**config.mk**
```make
export PLATFORM = sky130hd
export DESIGN_NAME = mesi_snoop_bus_arbiter
export DESIGN_NICKNAME = d
export VERILOG_FILES = /design/src/rtl/mesi_snoop_bus_arbiter.sv
export SDC_FILE = /design/constraint.sdc
export NUM_CORES = 1
export LEC_CHECK = 0
export ABC_CLOCK_PERIOD_IN_PS = 3300
export CORE_ASPECT_RATIO = 0.5
export CORE_UTILIZATION = 37
export CTS_CLUSTER_DIAMETER = 40
export DETAILED_ROUTE_END_ITERATION = 6
export GPL_TIMING_DRIVEN = 0
export PLACE_DENSITY = 0.8
export SETUP_SLACK_MARGIN = 0.5
export SYNTH_ARGS = -nofsm -noshare
export SYNTH_HDL_FRONTEND = slang
export SYNTH_SLANG_ARGS = --single-unit
```
**constraint.sdc**
```tcl
create_clock -name clk -period 3.3 [get_ports clk]
set_input_delay 0.66 -clock clk [delete_from_list [all_inputs] [get_ports clk]]
set_output_delay 0.66 -clock clk [all_outputs]
set_load 0.005 [all_outputs]
```
**src/rtl/mesi_snoop_bus_arbiter.sv**
```systemverilog
// Round-robin snoop-bus arbiter for the L1 cluster: grant, broadcast snoop, merge acks into one response.
// Optional SNOOP_TIMEOUT_EN adds a snoop watchdog and the resp_err output.
module mesi_snoop_bus_arbiter #(
  parameter int NUM_CACHE = 4,
  parameter int ADDR_W    = 20,
  parameter int DATA_W    = 32
`ifdef SNOOP_TIMEOUT_EN
  , parameter int SNOOP_TIMEOUT = 15
`endif
) (
  input  logic                        clk,
  input  logic                        rst,
  input  logic [NUM_CACHE-1:0]        req_valid,
  input  logic [2*NUM_CACHE-1:0]      req_cmd,
  input  logic [ADDR_W*NUM_CACHE-1:0] req_addr,
  output logic [NUM_CACHE-1:0]        req_ready,
  output logic                        snp_valid,
  output logic [1:0]                  snp_cmd,
  output logic [ADDR_W-1:0]           snp_addr,
  output logic [NUM_CACHE-1:0]        snp_src,
  input  logic [NUM_CACHE-1:0]        snp_ack,
  input  logic [NUM_CACHE-1:0]        snp_shared,
  input  logic [NUM_CACHE-1:0]        snp_dirty,
  input  logic [DATA_W*NUM_CACHE-1:0] snp_data,
  output logic [NUM_CACHE-1:0]        resp_valid,
  output logic                        resp_shared,
  output logic                        resp_dirty,
  output logic [DATA_W-1:0]           resp_data,
`ifdef SNOOP_TIMEOUT_EN
  output logic                        resp_err,
`endif
  output logic                        busy
);

  localparam int IW = (NUM_CACHE > 1) ? $clog2(NUM_CACHE) : 1;
  localparam logic [IW:0] NC = (IW+1)'(NUM_CACHE);

  typedef enum logic [1:0] {IDLE = 2'd0, SNOOP = 2'd1, RESP = 2'd2} state_t;
  state_t state, state_nxt;

  logic [IW-1:0]        rr_ptr, win, win_q, idx;
  logic [IW:0]          sum;
  logic                 found, grant, ack_done, blocked, data_upd;
  logic [NUM_CACHE-1:0] elig, win_oh, ack_vec, ack_new, ack_all, new_dirty, dirty_vec, src_q;
  logic [1:0]           win_cmd, cmd_q;
  logic [ADDR_W-1:0]    win_addr, addr_q;
  logic                 shared_q, dirty_q, resp_en;
  logic [DATA_W-1:0]    data_q, data_sel;

`ifdef SNOOP_TIMEOUT_EN
  localparam int CW = $clog2(SNOOP_TIMEOUT + 1);
  logic [CW-1:0] cnt;
  logic          err_q, to_expire;
  assign to_expire = (cnt == CW'(SNOOP_TIMEOUT - 1));
`endif

  // First eligible requester at or after rr_ptr, wrapping modulo NUM_CACHE.
  always_comb begin
    found = 1'b0;
    win   = '0;
    sum   = '0;
    idx   = '0;
    for (int i = 0; i < NUM_CACHE; i++)
      elig[i] = req_valid[i] && (req_cmd[2*i +: 2] != 2'b00);
    for (int k = 0; k < NUM_CACHE; k++) begin
      sum = {1'b0, rr_ptr} + (IW+1)'(k);
      if (sum >= NC) sum = sum - NC;
      idx = sum[IW-1:0];
      if (!found && elig[idx]) begin
        found = 1'b1;
        win   = idx;
      end
    end
  end

  assign win_oh = NUM_CACHE'(1) << win;

  always_comb begin
    win_cmd  = '0;
    win_addr = '0;
    for (int i = 0; i < NUM_CACHE; i++) begin
      if (win_oh[i]) begin
        win_cmd  = req_cmd[2*i +: 2];
        win_addr = req_addr[i*ADDR_W +: ADDR_W];
      end
    end
  end

  assign grant     = (state == IDLE) && found && !rst;
  assign req_ready = grant ? win_oh : '0;

  // The originator bit is preset in ack_vec, so its own ack and flags never land here.
  assign ack_new   = (state == SNOOP) ? (snp_ack & ~ack_vec) : '0;
  assign ack_all   = ack_vec | ack_new;
  assign ack_done  = &ack_all;
  assign new_dirty = ack_new & snp_dirty;

  // A newly acked dirty cache takes the data slot unless a lower index already holds it.
  always_comb begin
    blocked  = 1'b0;
    data_upd = 1'b0;
    data_sel = '0;
    for (int i = 0; i < NUM_CACHE; i++) begin
      if (!blocked && new_dirty[i]) begin
        data_upd = 1'b1;
        data_sel = snp_data[i*DATA_W +: DATA_W];
      end
      blocked = blocked | dirty_vec[i] | new_dirty[i];
    end
  end

  always_comb begin
    state_nxt = state;
    case (state)
      IDLE:  if (found) state_nxt = SNOOP;
      SNOOP: begin
        if (ack_done) state_nxt = RESP;
`ifdef SNOOP_TIMEOUT_EN
        else if (to_expire) state_nxt = RESP;
`endif
      end
      RESP:    state_nxt = IDLE;
      default: state_nxt = IDLE;
    endcase
  end

  always_ff @(posedge clk or posedge rst) begin
    if (rst) begin
      state     <= IDLE;
      rr_ptr    <= '0;
      win_q     <= '0;
      cmd_q     <= '0;
      addr_q    <= '0;
      src_q     <= '0;
      ack_vec   <= '0;
      dirty_vec <= '0;
      shared_q  <= 1'b0;
      dirty_q   <= 1'b0;
      data_q    <= '0;
`ifdef SNOOP_TIMEOUT_EN
      cnt       <= '0;
      err_q     <= 1'b0;
`endif
    end else begin
      state <= state_nxt;
      case (state)
        IDLE: begin
          if (found) begin
            cmd_q   <= win_cmd;
            addr_q  <= win_addr;
            src_q   <= win_oh;
            win_q   <= win;
            ack_vec <= win_oh;
`ifdef SNOOP_TIMEOUT_EN
            cnt     <= '0;
`endif
          end
        end
        SNOOP: begin
          ack_vec   <= ack_all;
          shared_q  <= shared_q | (|(ack_new & snp_shared));
          dirty_q   <= dirty_q | (|new_dirty);
          dirty_vec <= dirty_vec | new_dirty;
          if (data_upd) data_q <= data_sel;
`ifdef SNOOP_TIMEOUT_EN
          cnt <= cnt + 1'b1;
          if (!ack_done && to_expire) err_q <= 1'b1;
`endif
        end
        RESP: begin
          rr_ptr    <= (win_q == IW'(NUM_CACHE - 1)) ? '0 : win_q + 1'b1;
          ack_vec   <= '0;
          dirty_vec <= '0;
          shared_q  <= 1'b0;
          dirty_q   <= 1'b0;
          data_q    <= '0;
`ifdef SNOOP_TIMEOUT_EN
          err_q     <= 1'b0;
`endif
        end
        default: ;
      endcase
    end
  end

  assign snp_valid = (state == SNOOP);
  assign snp_cmd   = cmd_q;
  assign snp_addr  = addr_q;
  assign snp_src   = src_q;
  assign busy      = (state != IDLE);

`ifdef SNOOP_TIMEOUT_EN
  assign resp_en  = (state == RESP) && !err_q;
  assign resp_err = (state == RESP) && err_q;
`else
  assign resp_en  = (state == RESP);
`endif

  assign resp_valid  = (state == RESP) ? src_q : '0;
  assign resp_shared = resp_en & shared_q;
  assign resp_dirty  = resp_en & dirty_q;
  assign resp_data   = resp_en ? data_q : '0;

endmodule

```
==> results.ini <==
[critical_path]
crit_buf_inv=4
worst-r2r-setup-slack_ps=680
timing.rr.start=state[1]
worstPathArrival_ps=2170
endpoint_kind=output port
slowest_delay_ps=260
cp-start-kind=input pin
path_max_fanout=3
crit_family=buffers and inverters
path_cells=clkdlybuf4s15_1 > o21ai_4 > buf_4 > o221ai_2 > a22oi_2 > buf_4 > nand2b_4 > nor3_1 > clkdlybuf4s15_2
r2r_end=data_q[20]
rr_worst_depth=10
critical_path_class=in -> out
crit_path_top_delay_cell=a22oi_2
timing.critical_path.mode_cell=buf_4
crit_required_ps=2640

[clocking]
numClockSinks=73
cts_inserted_buffers=9
cts_tree=built
cts_root_buf=clkbuf_16
clk_path_buf_depth=2
clk_latency_ps=330
h-tree-depth=3
path_clk_slew_ps=60

[grt]
grt_pass1_wl_um=27800
grt_max_degree=52
antenna_found_initial=0
track_usage=0.276
grt_pass1_vias=5561
overflow=0

[sta]
max_freq_mhz=353
post-route-period-util=0.857
layout_min_cycle_time_ps=2830
setup_tns_ps=0
clock_skew_ps=5.37
max_slew_margin=0.489
setup_viol=0
fin_hold_ws_ps=468
rsz0062_at_grt=yes
finalHoldViolCount=0
drv_slew=0
worstMarginPinSlew_ps=763

[logic_synthesis]
syn_inst=479
async_reset_ff_frac=1.00
ys_types=45
synth-seq-cells=73
ys_seq_area_frac=0.397
avgSynthCellArea_um2=9.62
syn-num-nets=718
synthFlopType=dfrtp_1
yosys_warnings=0
synth_area_um2=4610
synth_edf_count=0

[route]
finalWirelength_um=18400
routed_via_density=5.52
drt_pass1_iterations=5
drt-initial-drc-count=418
ant_nets=0
dr_total_vias=5436
wl_per_cell_um=18.7
drc=0

[power]
p_sw_frac=0.375
powerDensity_nw_per_um2=666
seqPwrFrac=0.285
fin_total_pwr_mw=5.64
p_comb_frac=0.543
p_leak_nw=3.51
p_clk_frac=0.172
peakVddDrop_uv=336
intPower_mw=3.53
p_switching_mw=2.12

[flow_run]
cap_violations=0

[floorplan]
dieArea_um2=12900
rows=28
ios=304
die_width_um=160
die_h_um=80.9
fp.coreArea_um2=12000
start_util=0.385

[worst_hold_path]
worstHoldPathCells=2
min_from=data_q[17]
min_path_type=reg -> reg
holdPathEnd=data_q[17]

[cells_and_area]
final_cell_mix=clkdlybuf4s50_1 (287), dfrtp_1 (73), nand2_1 (61)
mostFrequentLayoutCell=clkdlybuf4s50_1
stdcell_count=985
final_net_count=1054
area_growth_pct=83.9
layout-drive-gt1-share=0.126
n_antenna_cell=0

[placed_design]
portBuffers=303
place_inst=948
gp_congestion=0.878
hpwl_um=13700

[outcome]
status=finished clean

## state kept, by name, indices dropped and copies added (netlist names)
name,cells
rr_ptr,2
dirty_vec,3
state,2
snp_cmd,2
dirty_q,1
snp_addr,20
win_q,2
shared_q,1
snp_src,4
ack_vec,4
data_q,32
## power by group through the flow
stage | combinational, mW | sequential, mW | clock [mW]
CTS | 3.00 | 1.60 | 0.986
global placement | 2.75 | 1.58 | 0
floorplan | 1.61 | 1.56 | 0
finish | 3.06 | 1.61 | 0.973
detailed placement | 2.81 | 1.61 | 0
global route | 3.31 | 1.66 | 1.03
## how the worst max path moves through the flow
| stage | startpoint | endpoint | slack, ps | depth (start not counted) |
|---|---|---|---|---|
| 2_1_floorplan | req_cmd[2] | req_ready[3] | 670 | 8 |
| 3_3_place_gp | rst | data_q[17] | -640 | 2 |
| 3_5_place_dp | req_cmd[2] | req_ready[3] | -600 | 10 |
| 4_1_cts | state[0] | resp_data[28] | 490 | 6 |
| 5_1_grt | req_cmd[5] | req_ready[1] | 410 | 9 |
| 6_report | req_cmd[5] | req_ready[2] | 470 | 9 |
## metal layers
metal	vias up	GRT usage	wire length (um)
met5	-	0	0
met4	0	0.0781	357
met2	249	0.511	9310
met1	2645	0.324	7430
li1	2514	-	-
met3	28	0.0674	1290
## cells by family (layout without fill, tap and decap cells)
| family | count (synthesis) | in the layout | share of synthesized area |
|---|---|---|---|
| AND/OR/NAND/NOR | 138 | 138 | 0.156 |
| multiplexers | 46 | 46 | 0.100 |
| AO/OA/AOI/OAI | 165 | 165 | 0.277 |
| buffers and inverters | 52 | 393 | 0.0559 |
| adder cells (fa/ha/maj) | 5 | 5 | 0.0136 |
| flip-flops | 73 | 73 | 0.397 |
## Yosys cell counts (3+ instances only)
cell type | n | share of area
o221ai_1 | 23 | 0.044
and2_1 | 39 | 0.053
nand2_1 | 63 | 0.051
nor2_1 | 3 | 0.0024
buf_4 | 3 | 0.0049
nor2b_1 | 4 | 0.0054
buf_2 | 9 | 0.0098
inv_1 | 9 | 0.0073
nand3b_1 | 4 | 0.0065
ha_1 | 5 | 0.014
dfrtp_1 | 73 | 0.40
clkbuf_1 | 24 | 0.020
o22ai_1 | 5 | 0.0068
nor3_1 | 6 | 0.0065
buf_6 | 5 | 0.012
a221oi_1 | 3 | 0.0057
mux2i_1 | 44 | 0.096
nand4b_1 | 3 | 0.0057
a21oi_1 | 22 | 0.024
a222oi_1 | 32 | 0.070
a21o_1 | 11 | 0.018
nand4_1 | 3 | 0.0041
a22o_1 | 22 | 0.042
o21ai_0 | 31 | 0.034
## tightest hold or removal path, cell delays in order (launching register included)
cell and delay [ps]:
dfrtp_1 330, nand2_1 40, o21ai_0 60
## stage by stage
stage	instance area, um2	util	worst slack [ps]
2_1_floorplan	4610	-	674
3_3_place_gp	7850	0.655	-641
3_5_place_dp	7880	0.657	-596
4_1_cts	8410	0.702	486
5_1_grt	8470	0.707	410
6_report	8470	0.707	470
## layout make-up
type | count | area (um2)
Sequential cell | 73 | 1830
Clock buffer | 14 | 254
Buffer | 43 | 294
Fill cell | 972 | 3510
Multi-Input combinational cell | 354 | 2630
Inverter | 9 | 36.3
Timing Repair Buffer | 325 | 3180
Tap cell | 165 | 206
Clock inverter | 2 | 37.5
## timing repair
item | 4_1_cts | 5_1_grt
endpoints found under the setup margin | 42 | 62
pin swaps | 13 | 12
buffers inserted | 15 | 6
gates resized for setup | 87 | 18
endpoints found under the hold margin | 0 | 0
hold buffers | 0 | 0
Note: power is estimated with default switching activity, not from simulation.
